### src/rtl/dram_stream_packer.sv
// rtl/dram_stream_packer.sv - packs a narrow DRAM read stream into wide memory words
// Beats append MSB-first below the valid bits; completed words are written one cycle later.
module dram_stream_packer #(
  parameter int DATA_IN_BITWIDTH  = 8,
  parameter int DATA_OUT_BITWIDTH = 163,
  parameter int MEM_DEPTH         = 1024,
  parameter int ADDR_BITWIDTH     = 10
) (
  input  logic                         clk_i,
  input  logic                         dram_pack_rst_n_i,
  input  logic                         start_i,
  input  logic [ADDR_BITWIDTH-1:0]     base_addr_i,
  input  logic [ADDR_BITWIDTH:0]       num_words_i,
  input  logic                         flush_i,
  input  logic [DATA_IN_BITWIDTH-1:0]  data_in_i,
  input  logic                         data_valid_i,
  output logic                         data_ready_o,
  output logic [DATA_OUT_BITWIDTH-1:0] mem_data_o,
  output logic [ADDR_BITWIDTH-1:0]     mem_addr_o,
  output logic                         memory_write_enable,
  output logic                         busy_o,
  output logic                         done_o
);
  localparam int ACC_W = DATA_OUT_BITWIDTH + DATA_IN_BITWIDTH - 1;
  localparam int CNT_W = $clog2(ACC_W + 1);

  typedef enum logic [1:0] {S_IDLE, S_PACK, S_FLUSH, S_DONE} state_t;

  state_t                       state_q, state_d;
  logic [ACC_W-1:0]             acc_q, acc_d;
  logic [CNT_W-1:0]             bits_q, bits_d;
  logic [ADDR_BITWIDTH:0]       words_q, words_d, num_q, num_d;
  logic [ADDR_BITWIDTH-1:0]     addr_q, addr_d, wr_addr_q, wr_addr_d;
  logic [DATA_OUT_BITWIDTH-1:0] wr_data_q, wr_data_d;
  logic                         we_q, we_d, last_q, last_d;

  logic                         accept;
  logic [CNT_W-1:0]             shamt;
  logic [CNT_W:0]               bits_sum;
  logic                         word_full;
  logic [ACC_W-1:0]             merged;
  logic [ADDR_BITWIDTH-1:0]     next_addr;

  assign data_ready_o        = (state_q == S_PACK) & ~flush_i & ~last_q;
  assign accept              = data_valid_i & data_ready_o;
  assign busy_o              = (state_q == S_PACK) | (state_q == S_FLUSH);
  assign done_o              = (state_q == S_DONE);
  assign mem_data_o          = wr_data_q;
  assign mem_addr_o          = wr_addr_q;
  assign memory_write_enable = we_q;

  // Valid bits stay MSB-aligned; bits below them are always zero, so OR-merge is safe.
  assign shamt     = CNT_W'(ACC_W - DATA_IN_BITWIDTH) - bits_q;
  assign merged    = acc_q | (ACC_W'(data_in_i) << shamt);
  assign bits_sum  = {1'b0, bits_q} + (CNT_W+1)'(DATA_IN_BITWIDTH);
  assign word_full = bits_sum >= (CNT_W+1)'(DATA_OUT_BITWIDTH);
  assign next_addr = (addr_q == ADDR_BITWIDTH'(MEM_DEPTH - 1)) ? '0 : addr_q + 1'b1;

  always_comb begin
    state_d   = state_q;
    acc_d     = acc_q;
    bits_d    = bits_q;
    words_d   = words_q;
    num_d     = num_q;
    addr_d    = addr_q;
    wr_addr_d = wr_addr_q;
    wr_data_d = wr_data_q;
    we_d      = 1'b0;
    last_d    = last_q;
    case (state_q)
      S_IDLE, S_DONE: begin
        if (start_i) begin
          addr_d  = base_addr_i;
          num_d   = num_words_i;
          acc_d   = '0;
          bits_d  = '0;
          words_d = '0;
          last_d  = 1'b0;
          state_d = (num_words_i == '0) ? S_DONE : S_PACK;
        end
      end
      S_PACK: begin
        if (last_q) begin
          state_d = S_DONE;
        end else if (flush_i) begin
          state_d = S_FLUSH;
        end else if (accept) begin
          if (word_full) begin
            we_d      = 1'b1;
            wr_data_d = merged[ACC_W-1 -: DATA_OUT_BITWIDTH];
            wr_addr_d = addr_q;
            addr_d    = next_addr;
            words_d   = words_q + 1'b1;
            last_d    = (words_q + 1'b1) == num_q;
            acc_d     = merged << DATA_OUT_BITWIDTH;
            bits_d    = CNT_W'(bits_sum - (CNT_W+1)'(DATA_OUT_BITWIDTH));
            // Carry-over past the final word is dropped.
            if ((words_q + 1'b1) == num_q) begin
              acc_d  = '0;
              bits_d = '0;
            end
          end else begin
            acc_d  = merged;
            bits_d = bits_sum[CNT_W-1:0];
          end
        end
      end
      S_FLUSH: begin
        if (bits_q != '0) begin
          we_d      = 1'b1;
          wr_data_d = acc_q[ACC_W-1 -: DATA_OUT_BITWIDTH];
          wr_addr_d = addr_q;
          addr_d    = next_addr;
          words_d   = words_q + 1'b1;
        end
        acc_d   = '0;
        bits_d  = '0;
        state_d = S_DONE;
      end
      default: state_d = S_IDLE;
    endcase
  end

  always_ff @(posedge clk_i or negedge dram_pack_rst_n_i) begin
    if (!dram_pack_rst_n_i) begin
      state_q   <= S_IDLE;
      acc_q     <= '0;
      bits_q    <= '0;
      words_q   <= '0;
      num_q     <= '0;
      addr_q    <= '0;
      wr_addr_q <= '0;
      wr_data_q <= '0;
      we_q      <= 1'b0;
      last_q    <= 1'b0;
    end else begin
      state_q   <= state_d;
      acc_q     <= acc_d;
      bits_q    <= bits_d;
      words_q   <= words_d;
      num_q     <= num_d;
      addr_q    <= addr_d;
      wr_addr_q <= wr_addr_d;
      wr_data_q <= wr_data_d;
      we_q      <= we_d;
      last_q    <= last_d;
    end
  end
endmodule

### config.mk
export PLATFORM = sky130hd
export DESIGN_NAME = dram_stream_packer
export DESIGN_NICKNAME = d
export VERILOG_FILES = /design/src/rtl/dram_stream_packer.sv
export SDC_FILE = /design/constraint.sdc
export NUM_CORES = 1
export LEC_CHECK = 0
export BUFFER_PORTS_ARGS = -buffer_cell sky130_fd_sc_hd__buf_2
export CAP_MARGIN = 25
export CORE_AREA = 2 2 209 252
export CTS_BUF_LIST = sky130_fd_sc_hd__clkbuf_16
export CTS_CLUSTER_DIAMETER = 30
export DETAILED_ROUTE_END_ITERATION = 12
export DIE_AREA = 0 0 211 254
export GPL_TIMING_DRIVEN = 1
export PLACE_DENSITY = 0.62
export SYNTH_ARGS = -nofsm -noshare
export SYNTH_HDL_FRONTEND = slang
export SYNTH_SLANG_ARGS = --single-unit
### constraint.sdc
create_clock -name clk_i -period 8.4 [get_ports clk_i]
set_input_delay 0 -clock clk_i [delete_from_list [all_inputs] [get_ports clk_i]]
set_output_delay 0 -clock clk_i [all_outputs]
set_load 0.03 [all_outputs]
==> metrics.md, run 1 <==
| Metric | Value |
|---|---|
| Top-count cell post-synth | `dfrtp_1` |
| Post-CTS Repair Setup Buffers | `0` |
| Fraction of layout cells with a size suffix above 1 | `0.215` |
| Rows | `91` |
| Peak VDD IR | `roughly 0.00020 V` |
| Clk slew on worst S/H paths | `approximately 0.050 ns` |
| Mapped Area | `17700 um2` |
| CP Buf/Inv Count | `2` |
| Sequential area share after synthesis | `0.548` |
| Via density | `between 5 and 6` |
| Total Power | `7.11 mW` |
| Leakage | `10.0 nW` |
| Post-synth ARST share | `1.00` |
| PortBufs | `between 200 and 250` |
| Layout area overhead | `24.1%` |
| Clock power share | `0.429` |
| Total CTS buffers | `79` |
| Max_cap viols | `0` |
| Clk_skew | `0.0196 ns` |
| Worst EP required | `roughly 9 ns` |
| Clock Path Buffers | `3` |
| Slew @ Worst Pin | `roughly 1.1 ns` |
| Hold Fails Final Rpt | `0` |
| Placed Instances | `2553` |
| #FFs+latches synth | `387` |
| Final core occ | `0.429` |
| Synth warn | `0` |
| Tmin final | `around 4.2 ns` |
| Wire per inst | `19.6 um` |
| Global-route wire length before repair | `between 80000 and 90000 um` |
| Hold crit path type | `in2async` |
| Total Neg Setup Slack | `0 ns` |
| Tcrit/Tclk final | `0.498` |
| P_sw | `2.58 mW` |
| Grt total ovfl | `0` |
| Syn Nets | `between 1.5k and 2k` |
| Initial antenna violation count | `8` |
| Unrepaired setup endpoints after global routing | `no` |
| Io pins | `211` |
| DR pass1 iterations | `5` |
| # DRC | `0` |
| Slew HR | `0.297` |
| Largest net degree at the start of global routing | `205` |
| Critical Path Fanout Max | `204` |
| Clk Tree Root Cell | `clkbuf_16` |
| Yosys cell types | `82` |
| Sw Ratio | `0.363` |
| Iter 0 DRT Violations | `1220` |
| Flop pwr share | `0.305` |
| Cell area after placement | `around 19000 um2` |
| Vias in the first global route | `about 14k` |
| Filler Cell Count | `between 4k and 5k` |
| Fmax | `239 MHz` |
| Initial Util | `0.346` |
| Synth Area per Inst | `9.74 um2` |
| Power density over the cells | `324 nW/um2` |
| Hpwl dp | `35800 um` |
| H-Tree Depth | `3` |
| Worst path slowest cell | `dfrtp_1` |
| Drt total wl | `53500 um` |
| Status | `finished clean` |
| Die height | `254 um` |
| Ys flop type | `dfrtp_1` |
| Internal Power | `4.53 mW` |
| Post-synth EDFFs | `0` |
| Crit-path max cell delay | `0.75 ns` |
| Top delay family on crit path | `compound AO/OA/AOI/OAI gates` |
| Commonest cells in the synthesized netlist | `dfrtp_1, a21oi_1, nor2_1` |
| Final Cell Area | `21900 um2` |
| Nets | `slightly above 2k` |
| Comb pwr share | `0.266` |
| Crit Path Class | `reg2reg` |
| Gate Count Post-Synth | `1814` |
| Post-route insts no fill | `2730` |
| Worst setup SP type | `flip-flop` |
| Post-DRT Antenna Nets | `0` |
| Final setup fails | `0` |
| CP Capture Type | `flip-flop` |
| Critical-path cell list | `inv_1 -> ha_1 -> nor4bb_1 -> a2bb2oi_1 -> a2bb2oi_4 -> o32ai_2 -> nand2_8 -> buf_12 -> mux2_4` |
| Sink Count | `roughly 390` |
| Synth area leaders | `dfrtp_1, a21oi_1, nor2_1, o21ai_1, nand2_1` |
| Dominant cell type by area after synthesis | `dfrtp_1` |
| GRT Util Overall | `0.200` |
| Critical path arrival | `roughly 4.7 ns` |
| Die Wd | `211 um` |
| Total number of vias | `~14k` |
| Area share of the largest cell type after synthesis | `0.548` |
| CTS tree | `done` |
| Final GP Congestion | `between 0.8 and 0.9` |
| Max Slew Vio Count | `0` |
| Core area | `51100 um2` |
| Worst-Skew Late Latency | `0.60 ns` |
| Die area | `53600 um2` |
[stage by stage]
stage	hold slack, ns	worst slack, ns
after floorplan	-0.296	5.55
after global placement	0.154	4.17
after detailed placement	0.164	3.96
after CTS	0.136	3.95
after global routing	0.182	4.01
final	0.0707	4.22
[cell families (layout without fill, tap and decap cells)]
kind of cell             Yosys count  in the layout  synth area share
AO/OA/AOI/OAI                    629            629             0.204
AND/OR/NAND/NOR                  541            541             0.135
flip-flops                       387            387             0.548
buffers and inverters            161            423            0.0475
multiplexers                      58             58            0.0436
XOR/XNOR                          27             27            0.0142
adder cells (fa/ha/maj)           11             11           0.00779
other                              0              3                 0
[final timing paths]
kind | end | start | slack (ns) | cells past startpoint
setup / recovery | mem_data_o[116] | bits_q[4] | 4.22 | 9
hold / removal | acc_q[7] | dram_pack_rst_n_i | 0.07 | 2
setup reg to reg | mem_data_o[116] | bits_q[4] | 4.22 | 9
hold reg to reg | mem_data_o[13] | mem_data_o[13] | 0.47 | 2
max in group asynchronous | num_q[1] | dram_pack_rst_n_i | 6.93 | 3
min in group clk_i | num_q[9] | num_words_i[9] | 0.19 | 3
[power groups by stage]
stage	clock [mW]	combinational, mW	sequential (mW)
final	3.05	1.89	2.17
after global routing	3.20	2.06	2.19
after CTS	3.10	1.88	2.17
after detailed placement	0	1.85	2.20
after global placement	0	1.82	2.19
after floorplan	0	1.31	2.29
[area by class of cell]
class	count	area, um2	area share
Multi-Input combinational cell	1266	7190	0.328
Clock inverter	64	616	0.0281
Clock buffer	80	2000	0.0912
Antenna cell	3	7.51	0.000342
Inverter	22	82.6	0.00376
Timing Repair Buffer	257	1550	0.0706
Tap cell	651	815	0.0371
Sequential cell	387	9680	0.441
[registers in the layout, summed over array words and instances (netlist names)]
register,count
state_q,2
num_q,11
addr_q,10
last_q,1
bits_q,8
mem_addr_o,10
memory_write_enable,1
words_q,11
mem_data_o,163
acc_q,170
[timing repair]
| action | 4_1_cts | 5_1_grt |
|---|---|---|
| endpoints found under the hold margin | 131 | 0 |
| resized for setup | 0 | 0 |
| hold buffers | 27 | 0 |
[per-layer routing]
layer  up-vias  global-route usage  share of wire
li1       6823                   -              -
met1      7032               0.257           0.42
met2       483               0.330           0.49
met3        99              0.0403          0.059
met4        10              0.0837          0.030
met5         -                   0         0.0010
[placed cells by master (no fill, tap or decap), types with 18 or more instances in the layout]
cell	count
dfrtp_1	387
clkbuf_16	80
xnor2_1	18
a31oi_1	46
mux2_2	18
mux2_4	26
nor3_1	20
nand2_1	178
buf_2	209
nand3_1	20
inv_1	29
dlygate4sd3_1	27
o21ai_1	136
nor2_1	223
a21oi_1	289
and2_1	18
o21ai_0	55
No activity file was read; power rests on OpenSTA's default activity.
==> inputs of run 2 (changes only) <==
Clock period 8.4 ns to 4.1 ns, I/O delays scaled along.
==> run 2 against run 1 <==
Effect of this change: flip-flop and latch count is the same; core utilization grew 1.2 points; largest power group unchanged; via count increased by 1.4%; register-to-register slack lost 3.5 ns.
==> metrics.md, run 2 (synthesis results as in run 1) <==
| Metric | Value |
|---|---|
| Reg2Reg Depth | `10` |
| Critical-path cell list | `inv_1 -> ha_1 -> inv_1 -> or3_1 -> nand2_1 -> buf_4 -> nand2_1 -> nor2_1 -> a21oi_1 -> o21ai_1` |
| H-Tree Depth | `3` |
| Min Hold Slack | `0.0870 ns` |
| Worst EP required | `4.62 ns` |
| Post-route insts no fill | `2763` |
| Leakage | `10.3 nW` |
| Fmax | `292 MHz` |
| Hold Fails Final Rpt | `0` |
| Crit-path max cell delay | `0.61 ns` |
| Crit Path Class | `reg2reg` |
| PortBufs | `210` |
| Clock Path Buffers | `3` |
| Clk Tree Root Cell | `clkbuf_16` |
| Hpwl dp | `36700 um` |
| Status | `finished clean` |
| Die area | `53600 um2` |
| Most flops, register | `acc_q` |
| Max FFs per register | `170` |
| Initial Util | `0.346` |
| Peak VDD IR | `0.000583 V` |
| CTS tree | `done` |
| CP Buf/Inv Count | `3` |
| Worst setup SP type | `flip-flop` |
| Wire per inst | `19.7 um` |
| Final GP Congestion | `0.899` |
| CP Capture Type | `flip-flop` |
| Unrepaired setup endpoints after global routing | `no` |
| Total Power | `roughly 16 mW` |
| GRT met3 Usage | `0.0520` |
| Power density over the cells | `693 nW/um2` |
| Grt total ovfl | `0` |
| Worst-Skew Late Latency | `0.61 ns` |
| Clk slew on worst S/H paths | `around 0.050 ns` |
| Post-Place Worst Slack | `0.697 ns` |
| Post_cts resized | `0` |
| GR Util met2 | `0.330` |
| GRT Util Overall | `0.203` |
| R2R Setup Slk | `around 0.67 ns` |
| Register area | `9680 um2` |
| Most frequent cells in the layout | `dfrtp_1, a21oi_1, nor2_1` |
| Worst path slowest cell | `nor2_1` |
| Critical Path Fanout Max | `13` |
| Top delay family on crit path | `simple AND/OR/NAND/NOR gates` |
| Final Cell Area | `22500 um2` |
| Tcrit/Tclk final | `0.836` |
| Slew @ Worst Pin | `~1.1 ns` |
| Io pins | `211` |
| Layout area overhead | `27.5%` |
| Final core occ | `0.441` |
| Cell area after placement | `19200 um2` |
| Core area | `51100 um2` |
| Combined area of the multi-input logic cells | `7180 um2` |
| Tmin final | `about 3.4 ns` |
| RR Startpoint | `bits_q[4]` |
| Largest net degree at the start of global routing | `167` |
| Hold crit path type | `in2async` |
| Rows | `91` |
| Critical path arrival | `3.95 ns` |
| Most Crowded Layer GR | `met2` |
| Worst Slack Setup Final | `0.672 ns` |
| Max_cap viols | `0` |
| Worst r2r dst | `mem_data_o[53]` |
| Fraction of layout cells with a size suffix above 1 | `0.227` |
| Vias in the first global route | `14.4k` |
| Sink Count | `387` |
| Via density | `5.30` |
| Clk_skew | `0.0257 ns` |
| Final setup fails | `0` |
| # DRC | `0` |
| Die height | `254 um` |
| Die Wd | `211 um` |
| Total number of vias | `14.7k` |
| Max Slew Vio Count | `0` |
| Filler Cell Count | `~4.9k` |
| Number of cells on the critical path | `10` |
| Placed Instances | `~2.6k` |
| Initial antenna violation count | `8` |
| Met1 GRT Util | `0.256` |
| Total CTS buffers | `between 80 and 90` |
| Slew HR | `0.278` |
| Nets | `2085` |
| Total Neg Setup Slack | `0 ns` |
| Iter 0 DRT Violations | `1246` |
| Commonest non-fill, non-tap cell in the layout | `dfrtp_1` |
| Global-route wire length before repair | `84300 um` |
| Drt total wl | `between 50000 and 60000 um` |
| Post-DRT Antenna Nets | `0` |
| DR pass1 iterations | `5` |
## run 2: changes by cell type in the layout (fill, tap and decap cells not counted), moves of 2 or more
| cell | before | now |
|---|---|---|
| inv_6 | 14 | 6 |
| buf_12 | 3 | 7 |
| clkinv_8 | 1 | 3 |
| clkinvlp_4 | 10 | 8 |
| clkinv_1 | 5 | 9 |
| inv_1 | 29 | 27 |
| clkbuf_16 | 80 | 86 |
| buf_4 | 14 | 37 |
| bufinv_16 | 8 | 18 |
## run 2: how the worst max path moves through the flow
stage                    from              end
floorplan           bits_q[3]  mem_data_o[116]
global placement    bits_q[4]   mem_data_o[53]
detailed placement  bits_q[4]   mem_data_o[53]
CTS                 bits_q[4]   mem_data_o[53]
global route        bits_q[1]    mem_data_o[0]
finish              bits_q[4]   mem_data_o[53]
## run 2: power breakdown
part / internal [mW] / switching (mW)
combinational: 1.13 / 2.90
sequential: 4.16 / 0.275
clock: 4.94 / 2.22
## run 2: cell type report
| cell class | count | area share |
|---|---|---|
| Clock inverter | 67 | 0.0384 |
| Multi-Input combinational cell | 1266 | 0.319 |
| Timing Repair Buffer | 280 | 0.0772 |
| Antenna cell | 4 | 0.000444 |
| Tap cell | 651 | 0.0361 |
| Clock buffer | 86 | 0.0955 |
| Inverter | 22 | 0.00366 |
| Sequential cell | 387 | 0.430 |
## run 2: metal layers
metal | part of all wire | wire (um) | vias up
li1 | - | - | 6872
met2 | 0.48 | 26200 | 431
met3 | 0.061 | 3330 | 109
met5 | 0.00077 | 42 | -
met4 | 0.033 | 1820 | 8
met1 | 0.42 | 23000 | 7231
## run 2: what timing repair did
item,4_1_cts,5_1_grt
hold endpoints to repair,150,0
setup buffers,0,0
hold buffers,26,0
